**config.mk**
```make
export PLATFORM = sky130hd
export DESIGN_NAME = digit_entry
export DESIGN_NICKNAME = d
export VERILOG_FILES = /design/src/rtl/lock_pkg.sv /design/src/rtl/button_cond.sv /design/src/rtl/digit_entry.sv
export SDC_FILE = /design/constraint.sdc
export NUM_CORES = 1
export LEC_CHECK = 0
export ABC_AREA = 1
export BUFFER_PORTS_ARGS = -buffer_cell sky130_fd_sc_hd__buf_4
export CAP_MARGIN = 20
export CORE_MARGIN = 2
export CORE_UTILIZATION = 54
export DETAILED_ROUTE_END_ITERATION = 10
export PLACE_DENSITY = 0.86
export SYNTH_ARGS = -nofsm -noshare
export SYNTH_HDL_FRONTEND = slang
export SYNTH_HIERARCHICAL = 1
export SYNTH_SLANG_ARGS = --single-unit
```
**constraint.sdc**
```tcl
create_clock -name clk -period 1.6 [get_ports clk]
set_input_delay 0.08 -clock clk [delete_from_list [all_inputs] [get_ports clk]]
set_output_delay 0.08 -clock clk [all_outputs]
set_load 0.01 [all_outputs]
```
**src/rtl/lock_pkg.sv**
```systemverilog
// Shared constants, state type and glyph lookup for the lock front-end.
package lock_pkg;

  localparam int DEF_NUM_DIGITS = 6;

  localparam logic [6:0] SEG_BLANK = 7'b1111111;
  localparam logic [6:0] SEG_DASH  = 7'b1111110;

  typedef enum logic {S_ENTRY, S_DONE} state_t;

  // Active-low a..g glyph for a BCD digit; non-decimal values show a dash.
  function automatic logic [6:0] glyph(input logic [3:0] d);
    case (d)
      4'd0:    glyph = 7'b0000001;
      4'd1:    glyph = 7'b1001111;
      4'd2:    glyph = 7'b0010010;
      4'd3:    glyph = 7'b0000110;
      4'd4:    glyph = 7'b1001100;
      4'd5:    glyph = 7'b0100100;
      4'd6:    glyph = 7'b0100000;
      4'd7:    glyph = 7'b0001111;
      4'd8:    glyph = 7'b0000000;
      4'd9:    glyph = 7'b0000100;
      default: glyph = SEG_DASH;
    endcase
  endfunction

endpackage

```
**src/rtl/button_cond.sv**
```systemverilog
// Raw push-button conditioning: 2-flop synchroniser, debounce counter,
// rising-edge detect giving a single-cycle press pulse.
module button_cond #(
  parameter int DEBOUNCE_CYCLES = 250000
) (
  input  logic clk,
  input  logic rst_n,
  input  logic i_btn,
  output logic o_press
);

  localparam int CW = $clog2(DEBOUNCE_CYCLES + 1);

  logic          r_sync1;
  logic          r_sync2;
  logic          r_level;
  logic          r_level_d;
  logic [CW-1:0] r_cnt;

  // Level flips only after DEBOUNCE_CYCLES consecutive samples that disagree with it.
  always_ff @(posedge clk) begin
    if (!rst_n) begin
      r_sync1   <= 1'b0;
      r_sync2   <= 1'b0;
      r_level   <= 1'b0;
      r_level_d <= 1'b0;
      r_cnt     <= '0;
    end else begin
      r_sync1   <= i_btn;
      r_sync2   <= r_sync1;
      r_level_d <= r_level;
      if (r_sync2 == r_level) begin
        r_cnt <= '0;
      end else if (r_cnt == CW'(DEBOUNCE_CYCLES - 1)) begin
        r_level <= r_sync2;
        r_cnt   <= '0;
      end else begin
        r_cnt <= r_cnt + CW'(1);
      end
    end
  end

  assign o_press = r_level & ~r_level_d;

endmodule

```
**src/rtl/digit_entry.sv**
```systemverilog
// Six-digit BCD code entry with per-digit glyph writes to the display bank.
// Optional DIGIT_ENTRY_MASK_EN: dash out the previously entered digit.
//
// state   | meaning
// S_ENTRY | collecting digits, pos = next slot to fill
// S_DONE  | code complete and held until restart or clear
module digit_entry import lock_pkg::*; #(
  parameter int NUM_DIGITS      = DEF_NUM_DIGITS,
  parameter int DEBOUNCE_CYCLES = 250000,
  parameter int IDLE_TIMEOUT    = 0
) (
  input  logic                    clk,
  input  logic                    rst_n,
  input  logic                    restart,
  input  logic [3:0]              digit_in,
  input  logic                    btn_enter,
  input  logic                    btn_back,
  input  logic                    btn_clear,
  output logic [0:6]              seg_out,
  output logic [2:0]              seg_pos,
  output logic                    seg_we,
  output logic                    clr_disp,
  output logic                    done,
  output logic [4*NUM_DIGITS-1:0] code,
  output logic                    digit_err
`ifdef DIGIT_ENTRY_MASK_EN
  ,
  output logic                    seg_we_prev,
  output logic [2:0]              seg_pos_prev
`endif
);

  logic w_p_enter, w_p_back, w_p_clear;

  button_cond #(.DEBOUNCE_CYCLES(DEBOUNCE_CYCLES)) u_enter (
    .clk(clk), .rst_n(rst_n), .i_btn(btn_enter), .o_press(w_p_enter));
  button_cond #(.DEBOUNCE_CYCLES(DEBOUNCE_CYCLES)) u_back (
    .clk(clk), .rst_n(rst_n), .i_btn(btn_back), .o_press(w_p_back));
  button_cond #(.DEBOUNCE_CYCLES(DEBOUNCE_CYCLES)) u_clear (
    .clk(clk), .rst_n(rst_n), .i_btn(btn_clear), .o_press(w_p_clear));

  state_t                  r_state, w_state_nxt;
  logic [2:0]              r_pos, w_pos_nxt;
  logic [4*NUM_DIGITS-1:0] r_code, w_code_nxt;
  logic [6:0]              r_seg_out, w_seg_out_nxt;
  logic [2:0]              r_seg_pos, w_seg_pos_nxt;
  logic                    r_seg_we, w_seg_we_nxt;
  logic                    r_clr, w_clr_nxt;
  logic                    r_done, w_done_nxt;
  logic                    r_err, w_err_nxt;
`ifdef DIGIT_ENTRY_MASK_EN
  logic                    r_we_prev, w_we_prev_nxt;
  logic [2:0]              r_pos_prev, w_pos_prev_nxt;
`endif

  logic       w_timeout;
  logic       w_act_clr, w_act_back, w_act_enter;
  logic       w_digit_bad, w_last;
  logic [2:0] w_pos_m1;

  // Only the highest-priority request acts: restart/clear/timeout > back > enter.
  assign w_act_clr   = restart | w_p_clear | w_timeout;
  assign w_act_back  = ~w_act_clr & w_p_back;
  assign w_act_enter = ~w_act_clr & ~w_p_back & w_p_enter;
  assign w_digit_bad = digit_in > 4'd9;
  assign w_last      = r_pos == 3'(NUM_DIGITS - 1);
  assign w_pos_m1    = r_pos - 3'd1;

  generate
    if (IDLE_TIMEOUT > 0) begin : g_idle
      localparam int IW = $clog2(IDLE_TIMEOUT + 1);
      logic [IW-1:0] r_idle_cnt;
      logic          w_any_press;

      assign w_any_press = restart | w_p_enter | w_p_back | w_p_clear;
      assign w_timeout   = (r_state == S_ENTRY) && (r_pos != 3'd0) &&
                           !w_any_press && (r_idle_cnt == '0);

      always_ff @(posedge clk) begin
        if (!rst_n || w_any_press || w_timeout || r_state != S_ENTRY || r_pos == 3'd0)
          r_idle_cnt <= IW'(IDLE_TIMEOUT - 1);
        else
          r_idle_cnt <= r_idle_cnt - IW'(1);
      end
    end else begin : g_no_idle
      assign w_timeout = 1'b0;
    end
  endgenerate

  always_ff @(posedge clk) begin
    if (!rst_n) begin
      r_state   <= S_ENTRY;
      r_pos     <= '0;
      r_code    <= '0;
      r_seg_out <= SEG_BLANK;
      r_seg_pos <= '0;
      r_seg_we  <= 1'b0;
      r_clr     <= 1'b0;
      r_done    <= 1'b0;
      r_err     <= 1'b0;
`ifdef DIGIT_ENTRY_MASK_EN
      r_we_prev  <= 1'b0;
      r_pos_prev <= '0;
`endif
    end else begin
      r_state   <= w_state_nxt;
      r_pos     <= w_pos_nxt;
      r_code    <= w_code_nxt;
      r_seg_out <= w_seg_out_nxt;
      r_seg_pos <= w_seg_pos_nxt;
      r_seg_we  <= w_seg_we_nxt;
      r_clr     <= w_clr_nxt;
      r_done    <= w_done_nxt;
      r_err     <= w_err_nxt;
`ifdef DIGIT_ENTRY_MASK_EN
      r_we_prev  <= w_we_prev_nxt;
      r_pos_prev <= w_pos_prev_nxt;
`endif
    end
  end

  always_comb begin
    w_state_nxt = r_state;
    w_pos_nxt   = r_pos;
    w_code_nxt  = r_code;
    if (w_act_clr) begin
      w_state_nxt = S_ENTRY;
      w_pos_nxt   = '0;
      w_code_nxt  = '0;
    end else if (r_state == S_ENTRY) begin
      if (w_act_back) begin
        if (r_pos != 3'd0) begin
          w_pos_nxt = w_pos_m1;
          for (int i = 0; i < NUM_DIGITS; i++)
            if (3'(i) == w_pos_m1) w_code_nxt[4*i +: 4] = 4'd0;
        end
      end else if (w_act_enter && !w_digit_bad) begin
        for (int i = 0; i < NUM_DIGITS; i++)
          if (3'(i) == r_pos) w_code_nxt[4*i +: 4] = digit_in;
        if (w_last) w_state_nxt = S_DONE;
        else        w_pos_nxt   = r_pos + 3'd1;
      end
    end
  end

  always_comb begin
    w_seg_out_nxt = r_seg_out;
    w_seg_pos_nxt = r_seg_pos;
    w_seg_we_nxt  = 1'b0;
    w_clr_nxt     = 1'b0;
    w_done_nxt    = 1'b0;
    w_err_nxt     = 1'b0;
`ifdef DIGIT_ENTRY_MASK_EN
    // The final digit is masked the cycle after done.
    w_we_prev_nxt  = r_done;
    w_pos_prev_nxt = r_done ? 3'(NUM_DIGITS - 1) : r_pos_prev;
`endif
    if (w_act_clr) begin
      w_clr_nxt = 1'b1;
    end else if (r_state == S_ENTRY) begin
      if (w_act_back) begin
        if (r_pos != 3'd0) begin
          w_seg_out_nxt = SEG_BLANK;
          w_seg_pos_nxt = w_pos_m1;
          w_seg_we_nxt  = 1'b1;
        end
      end else if (w_act_enter) begin
        if (w_digit_bad) begin
          w_err_nxt = 1'b1;
        end else begin
          w_seg_out_nxt = glyph(digit_in);
          w_seg_pos_nxt = r_pos;
          w_seg_we_nxt  = 1'b1;
          w_done_nxt    = w_last;
`ifdef DIGIT_ENTRY_MASK_EN
          if (r_pos != 3'd0) begin
            w_we_prev_nxt  = 1'b1;
            w_pos_prev_nxt = w_pos_m1;
          end
`endif
        end
      end
    end
  end

  assign seg_out   = r_seg_out;
  assign seg_pos   = r_seg_pos;
  assign seg_we    = r_seg_we;
  assign clr_disp  = r_clr;
  assign done      = r_done;
  assign code      = r_code;
  assign digit_err = r_err;
`ifdef DIGIT_ENTRY_MASK_EN
  assign seg_we_prev  = r_we_prev;
  assign seg_pos_prev = r_pos_prev;
`endif

endmodule
```
==> flow_summary.yaml, run 1 <==
power_and_ir_drop:
  p_switching_w: 0.001073
  static-leakage-power_nw: 2.609
  max-vdd-ir-drop_mv: 0.4701
  combPwrFrac_pct: 4.3
  power_frac_clock_pct: 37.2
  internal-power_w: 0.003544
  switching_share_pct: 23.25
  power_density_nw_per_um2: 664.2
  power_frac_seq_pct: 58.5
die:
  initial_utilization_pct: 55.42
  boundaryPins: 48
  dieHeight_um: 106.7
  die_area_um2: 11380
  row_count: 37
  fp.coreArea_um2: 10280
  die-width_um: 106.7
critical_path:
  cp.arrival_ns: 2.01
  worst_setup_path_end_kind: "flip-flop"
  worst_ep_required_time_ns: 1.87
  worst_setup_path_start_kind: "flip-flop"
  timing.critical_path.fanout_max: 8
  setup.worst_path.class: "reg -> reg"
cts:
  cts.sink_count: 108
  numCtsBuffers: 9
  cts_tree: "yes"
  clock_path_buffers: 2
  clk_root_buffer_cell: "clkbuf_8"
  path_clk_slew_ns: 0.11
  worstSkewPairLatency_ns: 0.38
  cts-htree-levels: 3
yosys:
  synth_top_cells_by_count: "nand2_1, dfxtp_1, nor2_1"
  synth_fp_nets: 808
  synth_sequential_area_ratio_pct: 37.96
  synth.yosys.warnings: 6
  post_synth_num_cell_types: 32
  synth_async_sr_flop_share_pct: 0
  post_synth.cell_area_avg_um2: 7.302
  register_bit_total_from_synthesis: 108
  synth_area_um2: 5695
  yosys.area.top_type: "dfxtp_1"
  synthMostInstantiatedCell: "nand2_1"
  synth.top_cells.by_area: "dfxtp_1, nand2_1, nor2_1"
  primary_flip_flop_cell_chosen_by_synthesis_mapping: "dfxtp_1"
  netlist.area_leader.share_pct: 37.96
  post_synth_inst_count: 780
  synth_enable_flop_cells: 0
final_layout:
  antenna_cells_inserted: 0
  fillers: 804
  area_growth_syn_to_layout_pct: 22.06
  layout-drive-gt1-share_pct: 25.66
  finalInstanceArea_um2: 6952
  finish.net_count: 896
placement:
  place_worst_setup_slack_ns: -0.05721
  port_buffers: 47
  dpl-instance-area_um2: 6277
  place.detailed.hpwl_mm: 8.389
  finalWeightedCongestion: 0.8629
grt:
  gr-usage-all-layers_pct: 21.06
  maximum_number_of_pins_on_one_net_before_global_route_repair: 30
  globalRoute.totalOverflow: 0
  first_global_vias: 4537
  antenna_found_initial: 0
  global_route_wire_length_before_repair_mm: 19.69
drt:
  detailedRoute.firstIterationViolations: 304
  drc: 0
  num_vias: 5244
  route.final.wire_length_mm: 13.63
  route.detailed.vias_per_inst: 5.197
  detail_route.wl_per_cell_um: 13.51
  drtAntennaViolNets: 0
  drt-pass1-iter-count: 5
sta:
  final_cycle_utilization_of_the_critical_path_pct: 108.3
  achievable-frequency_mhz: 577.0
  relSlewSlack_pct: 73.80
  rsz0062_at_grt: "yes"
  finalSetupViolCount: 16
  setup_slack_ns: -0.1331
  finalMaxSlewViolations: 0
  timing.final.hold_violations: 0
  setup-tns-final_ns: -0.7327
  clock-skew-final_ns: 0.01437
  worst_slew_pin_slew_ns: 0.3899
  final.min_clock_period_ns: 1.733
worst_hold_path:
  worstHoldPathType: "in -> reg"
status:
  status: "finished with violations"
  violated_checks: "negative setup slack"
job:
  drv_cap: 0
## kinds of logic after synthesis
kind of cell,after synthesis,synth area share [%]
AO/OA/AOI/OAI,70,6.437
XOR/XNOR,27,4.152
adder cells (fa/ha/maj),18,3.954
buffers and inverters,89,7.952
flip-flops,108,37.96
AND/OR/NAND/NOR,468,39.54
## through the flow
stage / hold WS (ns) / cells / utilization [%] / power (W)
6_report: 0.1181 / 1009 / 67.64 / 0.004617
5_1_grt: 0.1162 / 1009 / 67.64 / 0.004769
4_1_cts: 0.04081 / 994 / 64.41 / 0.004637
3_5_place_dp: 0.2700 / 969 / 61.08 / 0.002940
3_3_place_gp: 0.2745 / 969 / 61.08 / 0.002938
2_1_floorplan: 0.1735 / 780 / - / 0.002878
## cell type report
class | instances | area [µm²] | area share, %
flip-flops and latches | 108 | 2168 | 31.19
well taps | 136 | 170.2 | 2.448
multi-input cells | 584 | 3316 | 47.70
inverters | 73 | 286.5 | 4.122
clock buffers | 11 | 141.4 | 2.034
clock inverters | 5 | 60.06 | 0.8639
repair buffers | 92 | 809.5 | 11.65
## sequential cells by signal (all words and copies together), names as in the netlist, 3 cells and up
name / count
code: 24
u_back/r_cnt: 18
u_clear/r_cnt: 18
u_enter/r_cnt: 18
seg_out: 7
r_pos: 3
seg_pos: 3
## critical path: stages, from the launching register on
cell	delay, ns
dfxtp_2	0.35
inv_2	0.05
nor2_4	0.13
nor2_4	0.07
nand2_8	0.09
buf_12	0.15
o21ai_4	0.09
buf_12	0.15
nor2_4	0.25
nand3_1	0.16
nand2_1	0.10
nor2_1	0.05
## power by group through the flow
stage | registers [W] | logic, W | clock network, W
global route | 0.00270 | 0.000220 | 0.00185
global placement | 0.00276 | 0.000176 | 0
floorplan | 0.00276 | 0.000114 | 0
CTS | 0.00270 | 0.000189 | 0.00175
detailed placement | 0.00276 | 0.000178 | 0
finish | 0.00270 | 0.000199 | 0.00172
## metal layers
layer / vias up / wire length (µm) / track usage (%)
li1: 2641 / - / -
met5: - / 0 / 0
met1: 2387 / 5832 / 26.63
met2: 174 / 6596 / 36.26
met3: 42 / 784 / 3.526
met4: 0 / 415 / 7.328
## placed cells by master (no fill, tap or decap), drive strengths merged
master	n
a21boi	1
a21oi	52
buf	87
bufinv	1
clkbuf	11
clkinv	3
clkinvlp	1
dfxtp	108
dlygate4sd3	5
ha	18
inv	73
nand2	208
nand3	79
nand3b	5
nand4	10
nor2	155
nor3	1
o211ai	1
o21ai	16
or2	11
xnor2	6
xor2	21
## worst paths after layout
kind | slack [ns] | start | end | depth (start not counted)
hold reg to reg | 0.41 | u_back/r_sync1$_SDFF_PN0_ | u_back/r_sync2$_SDFF_PN0_ | 2
setup reg to reg | -0.13 | u_clear/r_level$_SDFFE_PN0P_ | code[15]$_SDFFE_PP0P_ | 11
setup / recovery | -0.13 | u_clear/r_level$_SDFFE_PN0P_ | code[15]$_SDFFE_PP0P_ | 11
hold / removal | 0.12 | digit_in[3] | digit_err$_SDFF_PP0_ | 3
## repair_timing
action	in CTS	in global routing
hold buffers	5	0
buffers inserted	3	16
endpoints found under the setup margin	25	37
pin swaps	6	17
gates cloned	1	0
gates resized for setup	8	51
endpoints found under the hold margin	6	0
Note: power is estimated with default switching activity, not from simulation.
==> inputs of run 2 (changes only) <==
Settings changed: SETUP_SLACK_MARGIN from default to 0.4, SLEW_MARGIN from default to 20.
==> run 2 against run 1 <==
- the flow still finishes with violations (negative setup slack)
- hold slack worse by 0.060 ns
- highest routed layer is now met5
- maximum frequency is 1.9% lower
- non-clock buffer count is 27 higher
- global-route usage is 7.6 points higher
- core utilization is 12 points higher
- clock-buffer cell count is 2 higher
- setup slack worse by 0.033 ns
- clock power hardly changed
- sequential share of layout area is 4.3 points lower
==> flow_summary.yaml, run 2 (synthesis gave the netlist of run 1 again) <==
sta:
  timing.final.hold_violations: 0
  holdWs_ns: 0.05763
  rsz0062_at_grt: "yes"
  setup_slack_ns: -0.1663
  achievable-frequency_mhz: 566.1
  relSlewSlack_pct: 63.08
  finalSetupViolCount: 28
  clock-skew-final_ns: 0.02906
  worst_slew_pin_slew_ns: 0.5532
  final_cycle_utilization_of_the_critical_path_pct: 110.4
  finalMaxSlewViolations: 0
  final.min_clock_period_ns: 1.766
drt:
  detailedRoute.firstIterationViolations: 656
  route.final.wire_length_mm: 19.95
  num_vias: 6160
  drc: 0
  drt-pass1-iter-count: 9
  route.detailed.vias_per_inst: 5.883
  detail_route.wl_per_cell_um: 19.06
  drtAntennaViolNets: 0
critical_path:
  r2r_end: "code[18]$_SDFFE_PP0P_"
  timing.critical_path.fanout_max: 8
  cp-endpoint: "code[18]$_SDFFE_PP0P_"
  reg2reg_setup_slack_ns: -0.17
  worst_setup_path_end_kind: "flip-flop"
  setup.worst_path.class: "reg -> reg"
  ff2ff_path_depth: 7
  worst_ep_required_time_ns: 1.87
  worst_setup_path_start_kind: "flip-flop"
  critical_path_source: "r_state$_SDFF_PP0_"
  critical_path.reg2reg.startpoint: "r_state$_SDFF_PP0_"
  cp.arrival_ns: 2.03
placement:
  port_buffers: 47
  finalWeightedCongestion: 0.9021
  place.detailed.hpwl_mm: 8.250
  dpl-instance-area_um2: 6329
  place_inst: 957
final_layout:
  final_core_util_pct: 79.35
  fillers: 568
  layout.cells.most_common_list: "nand2_1, buf_4, dfxtp_1"
  final_cell_count_no_fill: 1047
  layout_commonest_cell: "nand2_1"
  area_growth_syn_to_layout_pct: 43.19
  layout-drive-gt1-share_pct: 42.59
  largest_register_ff_count: 24
  finish.net_count: 934
  antenna_cells_inserted: 0
  finalInstanceArea_um2: 8155
grt:
  globalRoute.totalOverflow: 0
  maximum_number_of_pins_on_one_net_before_global_route_repair: 24
  gr-usage-met3_pct: 4.195
  global_route_wire_length_before_repair_mm: 26.28
  antenna_found_initial: 1
  grt_busiest_layer: "met2"
  first_global_vias: 5652
  gr-usage-all-layers_pct: 28.64
  grtUsageMet1_pct: 32.88
  met2_global_route_usage_pct: 50.82
job:
  drv_cap: 0
cts:
  clock_path_buffers: 2
  cts_tree: "yes"
  path_clk_slew_ns: 0.12
  clk_root_buffer_cell: "clkbuf_8"
  worstSkewPairLatency_ns: 0.39
  cts-htree-levels: 3
  numCtsBuffers: 9
  cts.sink_count: 108
die:
  die_area_um2: 11380
  initial_utilization_pct: 55.42
  boundaryPins: 48
  die-width_um: 106.7
  fp.coreArea_um2: 10280
  dieHeight_um: 106.7
  row_count: 37
power_and_ir_drop:
  max-vdd-ir-drop_mv: 0.4518
  static-leakage-power_nw: 2.926
  power_density_nw_per_um2: 584.0
status:
  status: "finished with violations"
  violated_checks: "negative setup slack"
worst_hold_path:
  worstHoldPathType: "in -> reg"
## run 2: cell types whose count changed in the layout (fill, tap and decap cells not counted), moves of 18 or more
cell / before / now
a21oi_1: 50 / 24
a21oi_2: 2 / 26
nand2_1: 180 / 158
nand3_1: 63 / 32
nand3_2: 14 / 42
nor2_1: 103 / 85
nor2_4: 17 / 44
## run 2: metal layers
metal  wire length (µm)  share of wire, %
met5                 13             0.065
met4               1407               7.1
met3               1702               8.5
met2               9680                49
met1               7146                36
## run 2: power by group
group          internal [W]  switching (W)  total, W
logic              0.000110       0.000204  0.000314
registers           0.00269     0.00000491   0.00270
clock network      0.000759       0.000993   0.00175
total               0.00356        0.00120   0.00476
## run 2: final cells by class
cell class	instances	area, µm²	area share (%)
Clock inverter	3	25.02	0.3068
Inverter	73	299.0	3.667
Sequential cell	108	2196	26.93
Timing Repair Buffer	119	1089	13.35
Clock buffer	13	180.2	2.209
Tap cell	136	170.2	2.087
Multi-Input combinational cell	595	4197	51.46
## run 2: worst min-delay path by stage
stage	to	start	cells after the start
global route	seg_out[3]$_SDFFE_PN1P_	rst_n	2
finish	seg_out[1]$_SDFFE_PN1P_	rst_n	2
floorplan	u_back/r_sync1$_SDFF_PN0_	rst_n	2
CTS	seg_out[3]$_SDFFE_PN1P_	rst_n	2
detailed placement	u_enter/r_sync1$_SDFF_PN0_	btn_enter	3
global placement	u_clear/r_sync1$_SDFF_PN0_	btn_clear	3
## run 2: worst max-delay path, cell delays in order, from the launching register on
cell and delay (ns):
dfxtp_1 0.36, inv_1 0.43, o21ai_4 0.20, buf_6 0.18
nor2_4 0.21, nand3_1 0.15, nand2_1 0.11, nor2_1 0.04
## run 2: what timing repair did
| action | CTS | global route |
|---|---|---|
| pin swaps | 53 | 45 |
| resized for setup | 96 | 131 |
| hold buffers | 3 | 0 |
| endpoints found under the hold margin | 3 | 0 |
| endpoints found under the setup margin | 98 | 98 |
| cloned | 13 | 0 |
| setup buffers | 48 | 10 |
## run 2: per-stage QoR
| stage | TNS, ns | power (W) | worst slack [ns] |
|---|---|---|---|
| 3_5_place_dp | -1.247 | 0.002937 | -0.1085 |
| 2_1_floorplan | 0 | 0.002877 | 0.1479 |
| 3_3_place_gp | -0.2771 | 0.002934 | -0.02207 |
| 5_1_grt | -3.155 | 0.004888 | -0.2641 |
| 6_report | -2.321 | 0.004762 | -0.1663 |
| 4_1_cts | 0 | 0.004685 | 0.03960 |
==> inputs of run 3 (changes only) <==
Settings changed: CORE_UTILIZATION 54 to 65, PLACE_DENSITY 0.86 to 0.95.
Clock period 1.6 ns to 2.25 ns, I/O delays scaled along.
==> run 3 against run 2 <==
- the run now ends clean
- sequential share of layout area up 6.9 points
- maximum frequency down 10%
- first-iteration DRC count down 19%
- clock skew down 0.014 ns
- core utilization down 4.7 points
- combinational power down 58%
- via count down 11%
- cell area down 21%
==> flow_summary.yaml, run 3 (synthesis gave the netlist of run 1 again) <==
sta:
  finalMaxSlewViolations: 0
  setup-tns-final_ns: 0
  rsz0062_at_grt: "no"
  finalSetupViolCount: 0
  final.min_clock_period_ns: 1.966
  timing.final.hold_violations: 0
  worst_slew_pin_slew_ns: 0.3583
  achievable-frequency_mhz: 508.6
  final_cycle_utilization_of_the_critical_path_pct: 87.39
  clock-skew-final_ns: 0.01554
  relSlewSlack_pct: 76.06
drt:
  route.final.wire_length_mm: 13.81
  num_vias: 5456
  drt-pass1-iter-count: 8
  detailedRoute.firstIterationViolations: 531
  drc: 0
  route.detailed.vias_per_inst: 5.737
  drtAntennaViolNets: 0
  detail_route.wl_per_cell_um: 14.52
critical_path:
  timing.critical_path.max_delay_family: "simple AND/OR/NAND/NOR gates"
  cp_num_cells: 10
  critical_path.reg2reg.startpoint: "u_clear/r_level$_SDFFE_PN0P_"
  critical_path.max_stage_delay_ns: 0.37
  ff2ff_path_depth: 10
  path_common_cell: "nor2_4"
  cp_slowest_cell: "dfxtp_1"
  critical_path_source: "u_clear/r_level$_SDFFE_PN0P_"
  cp_cell_sequence: "inv_1, nor2_2, nor2_4, nand2_8, nor2_4, nor2_4, nand3_1, nand2_1, inv_1, nor2_1"
  worst_setup_path_start_kind: "flip-flop"
  worst_ep_required_time_ns: 2.51
  r2r_end: "r_pos[0]$_SDFFE_PP0P_"
  cp-endpoint: "r_pos[0]$_SDFFE_PP0P_"
  timing.critical_path.fanout_max: 17
  critical_path_buf_inv_count: 2
  setup.worst_path.class: "reg -> reg"
  reg2reg_setup_slack_ns: 0.28
  worst_setup_path_end_kind: "flip-flop"
  cp.arrival_ns: 2.23
final_layout:
  largest_register_ff_count: 24
  layout_commonest_cell: "nand2_1"
  layout-drive-gt1-share_pct: 19.45
  layout.cells.most_common_list: "nand2_1, dfxtp_1, nor2_1"
  area_growth_syn_to_layout_pct: 12.61
  finish.net_count: 866
  antenna_cells_inserted: 0
  final_cell_count_no_fill: 951
job:
  drv_cap: 0
power_and_ir_drop:
  power_density_nw_per_um2: 492.2
  max-vdd-ir-drop_mv: 0.2799
  static-leakage-power_nw: 2.420
die:
  fp.coreArea_um2: 8593
  dieHeight_um: 97.61
  row_count: 34
  die_area_um2: 9527
  die-width_um: 97.61
  boundaryPins: 48
  initial_utilization_pct: 66.28
placement:
  place.detailed.hpwl_mm: 8.819
  port_buffers: 47
  finalWeightedCongestion: 0.9089
  place_inst: 922
cts:
  numCtsBuffers: 9
  clock_path_buffers: 2
  cts.sink_count: 108
  cts_tree: "yes"
  clk_root_buffer_cell: "clkbuf_8"
  cts-htree-levels: 3
  worstSkewPairLatency_ns: 0.37
  path_clk_slew_ns: 0.11
grt:
  globalRoute.totalOverflow: 0
  grt_busiest_layer: "met2"
  antenna_found_initial: 0
  gr-usage-all-layers_pct: 25.96
  gr-usage-met3_pct: 5.180
  first_global_vias: 4780
  maximum_number_of_pins_on_one_net_before_global_route_repair: 40
  met2_global_route_usage_pct: 44.24
  grtUsageMet1_pct: 31.82
  global_route_wire_length_before_repair_mm: 20.97
worst_hold_path:
  worstHoldPathType: "in -> reg"
status:
  status: "complete, no violations"
run 3: how the worst min path moves through the flow:
stage,start,depth (start not counted),slack (ns),to
floorplan,rst_n,2,0.21,u_back/r_sync1$_SDFF_PN0_
global placement,btn_enter,3,0.30,u_enter/r_sync1$_SDFF_PN0_
detailed placement,btn_enter,3,0.30,u_enter/r_sync1$_SDFF_PN0_
CTS,restart,3,0.03,clr_disp$_SDFF_PN0_
global route,rst_n,2,0.07,seg_out[2]$_SDFFE_PN1P_
finish,rst_n,2,0.07,seg_out[2]$_SDFFE_PN1P_
run 3: per-layer routing:
layer,part of all wire (%),up-vias
met5,0,-
met4,4.8,0
met3,8.5,76
met2,48,305
met1,39,2493
li1,-,2582
run 3: timing repair:
item | in CTS | in global routing
hold endpoints to repair | 3 | 0
resized for setup | 7 | 12
endpoints found under the setup margin | 21 | 37
pin swaps | 2 | 10
gates cloned | 0 | 1
hold buffers | 3 | 0
buffers inserted | 0 | 9
run 3: per-stage QoR:
stage | area (µm²) | hold WS, ns | total power (W) | setup WS [ns] | utilization, %
4_1_cts | 6279 | 0.02960 | 0.003155 | 0.3994 | 73.06
5_1_grt | 6414 | 0.06868 | 0.003263 | 0.2238 | 74.64
3_5_place_dp | 6040 | 0.2995 | 0.002082 | 0.3089 | 70.28
3_3_place_gp | 6040 | 0.2998 | 0.002077 | 0.4110 | 70.28
6_report | 6414 | 0.06512 | 0.003157 | 0.2838 | 74.64
2_1_floorplan | 5695 | 0.2060 | 0.002047 | 0.5118 | -
run 3: cell type report:
class	count	area, µm²
clock buffers	12	145.1
clock inverters	4	32.53
fillers	620	2180
inverters	73	289.0
multi-input cells	584	3156
flip-flops and latches	108	2167
well taps	108	135.1
repair buffers	62	489.2
run 3: power breakdown:
group	internal (W)	switching [W]
clock	0.000443	0.000660
sequential	0.00192	0.00000395
combinational	0.0000440	0.0000892
run 3: worst reg2reg max path: stages, from the launching register on:
cell and delay [ns]:
dfxtp_1 0.37, inv_1 0.10, nor2_2 0.18, nor2_4 0.10, nand2_8 0.20, nor2_4 0.07, nor2_4 0.25, nand3_1 0.17
nand2_1 0.11, inv_1 0.06, nor2_1 0.26
